==> src/rtl/fft_frame_ctrl.sv <==
// fft_frame_ctrl: packs 8 samples into a frame, starts the FFT core, then drains 8 magnitudes.
// Optional peak tracker enabled by FFT_FRAME_PEAK_EN.
module fft_frame_ctrl #(
  parameter int DATA_W  = 8,
  parameter int N_PTS   = 8,
  parameter int FFT_LAT = 4
) (
  input  logic                    clk,
  input  logic                    rst,
  input  logic                    clear,
  input  logic                    in_valid,
  output logic                    in_ready,
  input  logic [DATA_W-1:0]       in_data,
  output logic [N_PTS*DATA_W-1:0] fft_x,
  output logic                    fft_start,
  output logic [2:0]              bin_sel,
  input  logic [DATA_W-1:0]       mag_data,
  output logic                    out_valid,
  input  logic                    out_ready,
  output logic [DATA_W-1:0]       out_data,
  output logic [2:0]              out_bin,
  output logic                    busy,
  output logic                    frame_done,
  output logic [2:0]              peak_bin,
  output logic [DATA_W-1:0]       peak_mag
);
  typedef enum logic [1:0] {LOAD, RUN, DRAIN} state_t;
  state_t     state;
  logic [2:0] idx;
  logic [7:0] cnt;
  assign in_ready  = state == LOAD;
  assign out_valid = state == DRAIN;
  assign busy      = state != LOAD;
  assign out_data  = mag_data;
  assign out_bin   = bin_sel;
  always_ff @(posedge clk or posedge rst) begin
    if (rst) begin
      state      <= LOAD;
      idx        <= '0;
      cnt        <= '0;
      fft_x      <= '0;
      bin_sel    <= '0;
      fft_start  <= 1'b0;
      frame_done <= 1'b0;
    end else begin
      fft_start  <= 1'b0;
      frame_done <= 1'b0;
      if (clear) begin
        state   <= LOAD;
        idx     <= '0;
        bin_sel <= '0;
      end else begin
        case (state)
          LOAD: if (in_valid) begin
            fft_x[idx*DATA_W +: DATA_W] <= in_data;
            idx <= idx + 3'd1;
            if (idx == 3'(N_PTS-1)) begin
              state     <= RUN;
              fft_start <= 1'b1;
              cnt       <= 8'(FFT_LAT);
            end
          end
          // the start cycle is the first of FFT_LAT wait cycles
          RUN: if (cnt == 8'd1) begin
            state   <= DRAIN;
            bin_sel <= '0;
          end else cnt <= cnt - 8'd1;
          DRAIN: if (out_ready) begin
            bin_sel <= bin_sel + 3'd1;
            if (bin_sel == 3'(N_PTS-1)) begin
              state      <= LOAD;
              idx        <= '0;
              frame_done <= 1'b1;
            end
          end
          default: state <= LOAD;
        endcase
      end
    end
  end
`ifdef FFT_FRAME_PEAK_EN
  logic [DATA_W-1:0] trk_mag;
  logic [2:0]        trk_bin;
  logic              take;
  assign take = bin_sel == 3'd0 || out_data > trk_mag;
  always_ff @(posedge clk or posedge rst) begin
    if (rst) begin
      trk_mag  <= '0;
      trk_bin  <= '0;
      peak_mag <= '0;
      peak_bin <= '0;
    end else if (!clear && out_valid && out_ready) begin
      if (take) begin
        trk_mag <= out_data;
        trk_bin <= bin_sel;
      end
      if (bin_sel == 3'(N_PTS-1)) begin
        peak_mag <= take ? out_data : trk_mag;
        peak_bin <= take ? bin_sel : trk_bin;
      end
    end
  end
`else
  assign peak_bin = '0;
  assign peak_mag = '0;
`endif
endmodule
==> config.mk <==
export PLATFORM = sky130hd
export DESIGN_NAME = fft_frame_ctrl
export DESIGN_NICKNAME = d
export VERILOG_FILES = /design/src/rtl/fft_frame_ctrl.sv
export SDC_FILE = /design/constraint.sdc
export NUM_CORES = 1
export LEC_CHECK = 0
export CAP_MARGIN = 20
export CORE_MARGIN = 10
export CORE_UTILIZATION = 45
export CTS_BUF_LIST = sky130_fd_sc_hd__clkbuf_4 sky130_fd_sc_hd__clkbuf_8 sky130_fd_sc_hd__clkbuf_16
export CTS_CLUSTER_DIAMETER = 30
export DETAILED_ROUTE_END_ITERATION = 8
export GPL_ROUTABILITY_DRIVEN = 0
export PLACE_DENSITY = 0.88
export SLEW_MARGIN = 10
export SYNTH_ARGS = -nofsm -noshare
export SYNTH_HDL_FRONTEND = slang
export SYNTH_SLANG_ARGS = --single-unit
==> constraint.sdc <==
create_clock -name clk -period 3.1 [get_ports clk]
set_clock_uncertainty 0.05 [all_clocks]
set_input_delay 0.62 -clock clk [delete_from_list [all_inputs] [get_ports clk]]
set_output_delay 0.62 -clock clk [all_outputs]
set_load 0.005 [all_outputs]
Word-level counts from Yosys, hierarchy flattened

Index checks and enable logic that the tools add are counted.

Input bits: 21
Memories kept: 0
Bits in latches: 0
Register bits: 82
Output and inout bits: 94
Logic and storage cells: 66
Memory bits (writable): 0
ROM bits: 0

Bitwise operators: 1
$add $sub $neg: 4
Muxes and demuxes: 29
Reductions and logical operators: 10
$lt $le $gt $ge: 0
Divide/modulo/power cells: 0
Shift-type cells: 2
Eq/ne operators: 13
$mul: 0

Operators with widths:

| cell                                                                     | number |
|---|---|
| 64-bit bitwise mux                                                       | 1 |
| 8-bit by 34-bit variable shift with 64-bit output (first input constant) | 1 |
| 8-bit by 34-bit variable part select with 64-bit output                  | 1 |
| 6-bit negator with 34-bit output                                         | 1 |
| 8-bit 2-to-1 mux                                                         | 3 |
| 3-bit 2-to-1 mux                                                         | 7 |
| 8-bit one-hot mux with 2 select lines                                    | 1 |
| 2-bit 2-to-1 mux                                                         | 6 |
| 3-bit one-hot mux with 2 select lines                                    | 2 |
| 5-bit AND reduction                                                      | 2 |
| 3-bit by 2-bit != test with 1-bit output (second input constant)         | 3 |
| 8-bit by 1-bit equality test with 1-bit output (second input constant)   | 1 |
| 1-bit 2-to-1 mux                                                         | 8 |
| 8-bit by 1-bit subtractor with 8-bit output (second input constant)      | 1 |
| 3-bit by 1-bit adder with 3-bit output (second input constant)           | 2 |
| 3-bit equality test (second input constant)                              | 2 |
| 3-bit != test (second input constant)                                    | 2 |
| 2-bit one-hot mux with 3 select lines                                    | 1 |
| 3-bit AND reduction                                                      | 2 |
| 3-bit nonzero test                                                       | 2 |
| 2-bit != test (second input constant)                                    | 2 |
| 4-bit AND reduction                                                      | 1 |
| 2-bit nonzero test                                                       | 2 |
| 2-bit by 1-bit equality test with 1-bit output (second input constant)   | 1 |
| 4 further kinds                                                          | 4 |

Depth between registers and ports, before layout

Word-level depth: 5
Gate-level depth with buffers: 8

Worst setup path before layout

No wires, ideal clock.

Path type: input to register
Start point: in clear
End point: reg fft_x[32]
Slack: 0.572 ns
Buffers on the path: 1
Data arrival time: 2.354 ns
Stages on the path: 5
Cells stage by stage: buf_6 > or4b_1 > or3_4 > nor4_4 > mux2_2

Cells in the longest elaborated chain, start to end: 2

RTL lines:

| what                                 | line | text |
|---|---|---|
| from (decl)                          | 10   | `input logic clear,` |
| 1-bit NOT (no source line)           | --   |  |
| 3-bit AND reduction (no source line) | --   |  |
| to (signal, indexed assignment)      | 55   | `fft_x[idx*DATA_W +: DATA_W] <= in_data;` |
| to (decl)                            | 14   | `output logic [N_PTS*DATA_W-1:0] fft_x,` |

No other way between the ends.
A chain may end at the register's enable or synchronous reset.

Worst setup path in the final report

Start point: in in_valid
End point: reg fft_x[19]

Cells in the longest elaborated chain, start to end: 1

RTL lines:

| what                                 | line | text |
|---|---|---|
| from (decl)                          | 11   | `input logic in_valid,` |
| 3-bit AND reduction (no source line) | --   |  |

No other way between the ends.

==> metrics.txt <==
Row Count 33; post-route cell area 0.00489 mm²; die width 111 µm; nature of the critical path startpoint input port; post_cts resized 0; post-synth top area share 54.8%; LEAKAGE 2.29 nW; Final Max Slew Viols 0; Final Hold Viols 0; clk slew on worst S/H paths 0.09 ns; Worst Max-Slew Pin Slew 0.648 ns; Mean Syn Cell Area 12.8 µm²; nets 412; Layout area overhead 30.5%; root buffer cell clkbuf_8; Final Util 59.8%; HPWL Detailed 6.61 mm; Post-Synth XOR/XNOR Area 0%; ys flop type dfrtp_1; Synth Instances 292; Synth Register Bits 82; # IOs 115; WL/cell 17.9 µm; Final Critical Period 2.62 ns; Longest Clk Path Bufs 2; CTS tree yes; core area 0.00818 mm²; area of the mapped netlist 0.00374 mm²; Critical-path top delay cell or4b_1; Clk Latency, worst-skew pair 0.35 ns; Slew headroom 56.7%; Synthesis Warnings 0; largest family of logic cells by synthesized area multiplexers; DRC violations left 0; dominant cell type by area after synthesis dfrtp_1; EDFF count, synth 0; Pre-Repair DR Iteration Count 4; outcome completed; Setup-failing EPs final 0; Crit Path Category in2reg; Crit Path Max Fanout 8; Worst path top cell family by delay simple AND/OR/NAND/NOR gates; GRT Total Usage 14.1%; Synth Area in Simple Gates 11.0%; Buf+Inv Stages, Crit Path 1; postcts setup bufs 0; drt total wl 8.80 mm; largest net degree at the start of global routing 37; initial antenna violation count 0; final worst path period share 84.5%; CTS Hold Buffers Added 0; multiplexer area fraction after synthesis 20.9%; detailed-route via count 2507; worst path required time 3.29 ns; layout cells sized above 1 25.1%; Worst VDD drop 0.261 mV; initial core utilization 45.8%; Avg Vias per Cell 5.10; area post-placement 0.00466 mm²; first-pass GRT wire length 14.3 mm; Worst path max stage delay 0.51 ns; IO Port Bufs 87; Num CTS Buffers 9; diode count 0; WHS 0.459 ns; sum of negative setup slack 0 ns; DRT iter0 DRCs 64; count of cell types in the netlist 40; die area 0.0124 mm²; CP endpoint kind register; DRT antenna net count 0; critical path arrival 2.81 ns; MaxCap Viol Count 0; main area contributors after synthesis dfrtp_1, mux2_2, buf_4; Overflow after GRT 0; worst path cell trace clkdlybuf4s50_1 -> or4b_1 -> or3_4 -> nor3_4 -> mux2_2; Tot Pwr 2.98 mW; unrepaired setup endpoints after global routing no; FMAX 0.382 GHz; vias in the first global route 2729; ys async rst share 100%; Min-Delay Path Class reg2reg; H-tree Lvls 3; Synth Area in Compound Gates 3.74%; post-synthesis sequential area ratio 54.8%; DIE HEIGHT 111 µm; Adder-Cell Fraction of Synth Area 3.01%; clk sinks 82; Pwr Density 610 mW/mm²
==> worst paths after layout <==
check / start / to / slack, ns / cells past startpoint
max in group asynchronous: rst / fft_x[47] / 1.64 / 3
setup / recovery: in_valid / fft_x[19] / 0.48 / 5
hold reg to reg: fft_x[46] / fft_x[46] / 0.46 / 1
hold / removal: fft_x[46] / fft_x[46] / 0.46 / 1
min in group asynchronous: rst / cnt[1] / 0.60 / 2
setup reg to reg: idx[0] / fft_x[19] / 0.61 / 6
==> cell type report <==
| type | count | area (µm²) |
|---|---|---|
| Inverter | 14 | 53.8 |
| Tap cell | 105 | 131 |
| Sequential cell | 82 | 2050 |
| Clock buffer | 9 | 124 |
| Multi-Input combinational cell | 179 | 1490 |
| Timing Repair Buffer | 96 | 938 |
| Clock inverter | 7 | 101 |
| Fill cell | 683 | 3290 |
==> through the flow <==
step	setup WS (ns)	std cells
2_1_floorplan	0.322	302
3_3_place_gp	0.134	476
3_5_place_dp	0.113	476
4_1_cts	0.483	492
5_1_grt	0.357	492
6_report	0.481	492
==> synthesized netlist by cell type, types with 3 or more instances <==
cell type	n
nor2b_1	11
nor3_1	3
mux2_2	65
a21oi_1	5
and2_1	5
ha_1	9
o21ai_0	5
nand2_1	10
inv_1	14
and3_1	4
nand2b_1	3
mux2i_1	5
nand3_1	8
nor2_1	10
dfrtp_1	82
buf_4	22
clkbuf_1	4
==> routing by layer <==
| layer | track usage (%) | up-vias | part of all wire, % |
|---|---|---|---|
| met1 | 15.4 | 1250 | 40 |
| met2 | 24.9 | 83 | 51 |
| li1 | - | 1168 | - |
| met3 | 5.84 | 6 | 8.2 |
| met4 | 2.74 | 0 | 0.73 |
| met5 | 0 | - | 0 |
==> kinds of logic (layout without fill, tap and decap cells) <==
group	Yosys count	count (layout)
other	1	11
AOI/OAI and AO/OA	21	21
muxes	70	70
and+or+nand+nor	68	68
DFF	82	82
adders and majority gates	9	9
buffers and inverters	41	126
==> power breakdown <==
part           switching (mW)  total, mW  internal, mW
clock network           0.410      0.873         0.462
logic                   0.289      0.753         0.464
registers               0.108       1.36          1.25
==> layout by cell type, fill, tap and decap left out, drive strengths merged, types with 2 or more instances in the layout <==
master,count
nor3,5
clkinv,3
o31ai,2
and3,4
nand3,8
buf,9
conb,11
nor2b,11
inv,15
mux2i,5
mux2,65
clkbuf,9
nor4,3
bufinv,2
or3,3
and2,5
nor2,10
ha,9
dfrtp,82
nand2,10
clkdlybuf4s50,87
a21oi,5
o21ai,5
nand2b,3
==> worst reg2reg max path, stage by stage, from the launching register on <==
cell	delay (ns)
dfrtp_1	0.43
inv_1	0.20
ha_1	0.28
ha_1	0.21
or3_4	0.44
nor3_4	0.39
mux2_2	0.39
==> sequential cells by signal, summed over array words and instances, names as in the netlist <==
signal	count
bin_sel	3
fft_start	1
fft_x	64
idx	3
cnt	8
frame_done	1
state	2
Power figures use the tool's default switching activity.
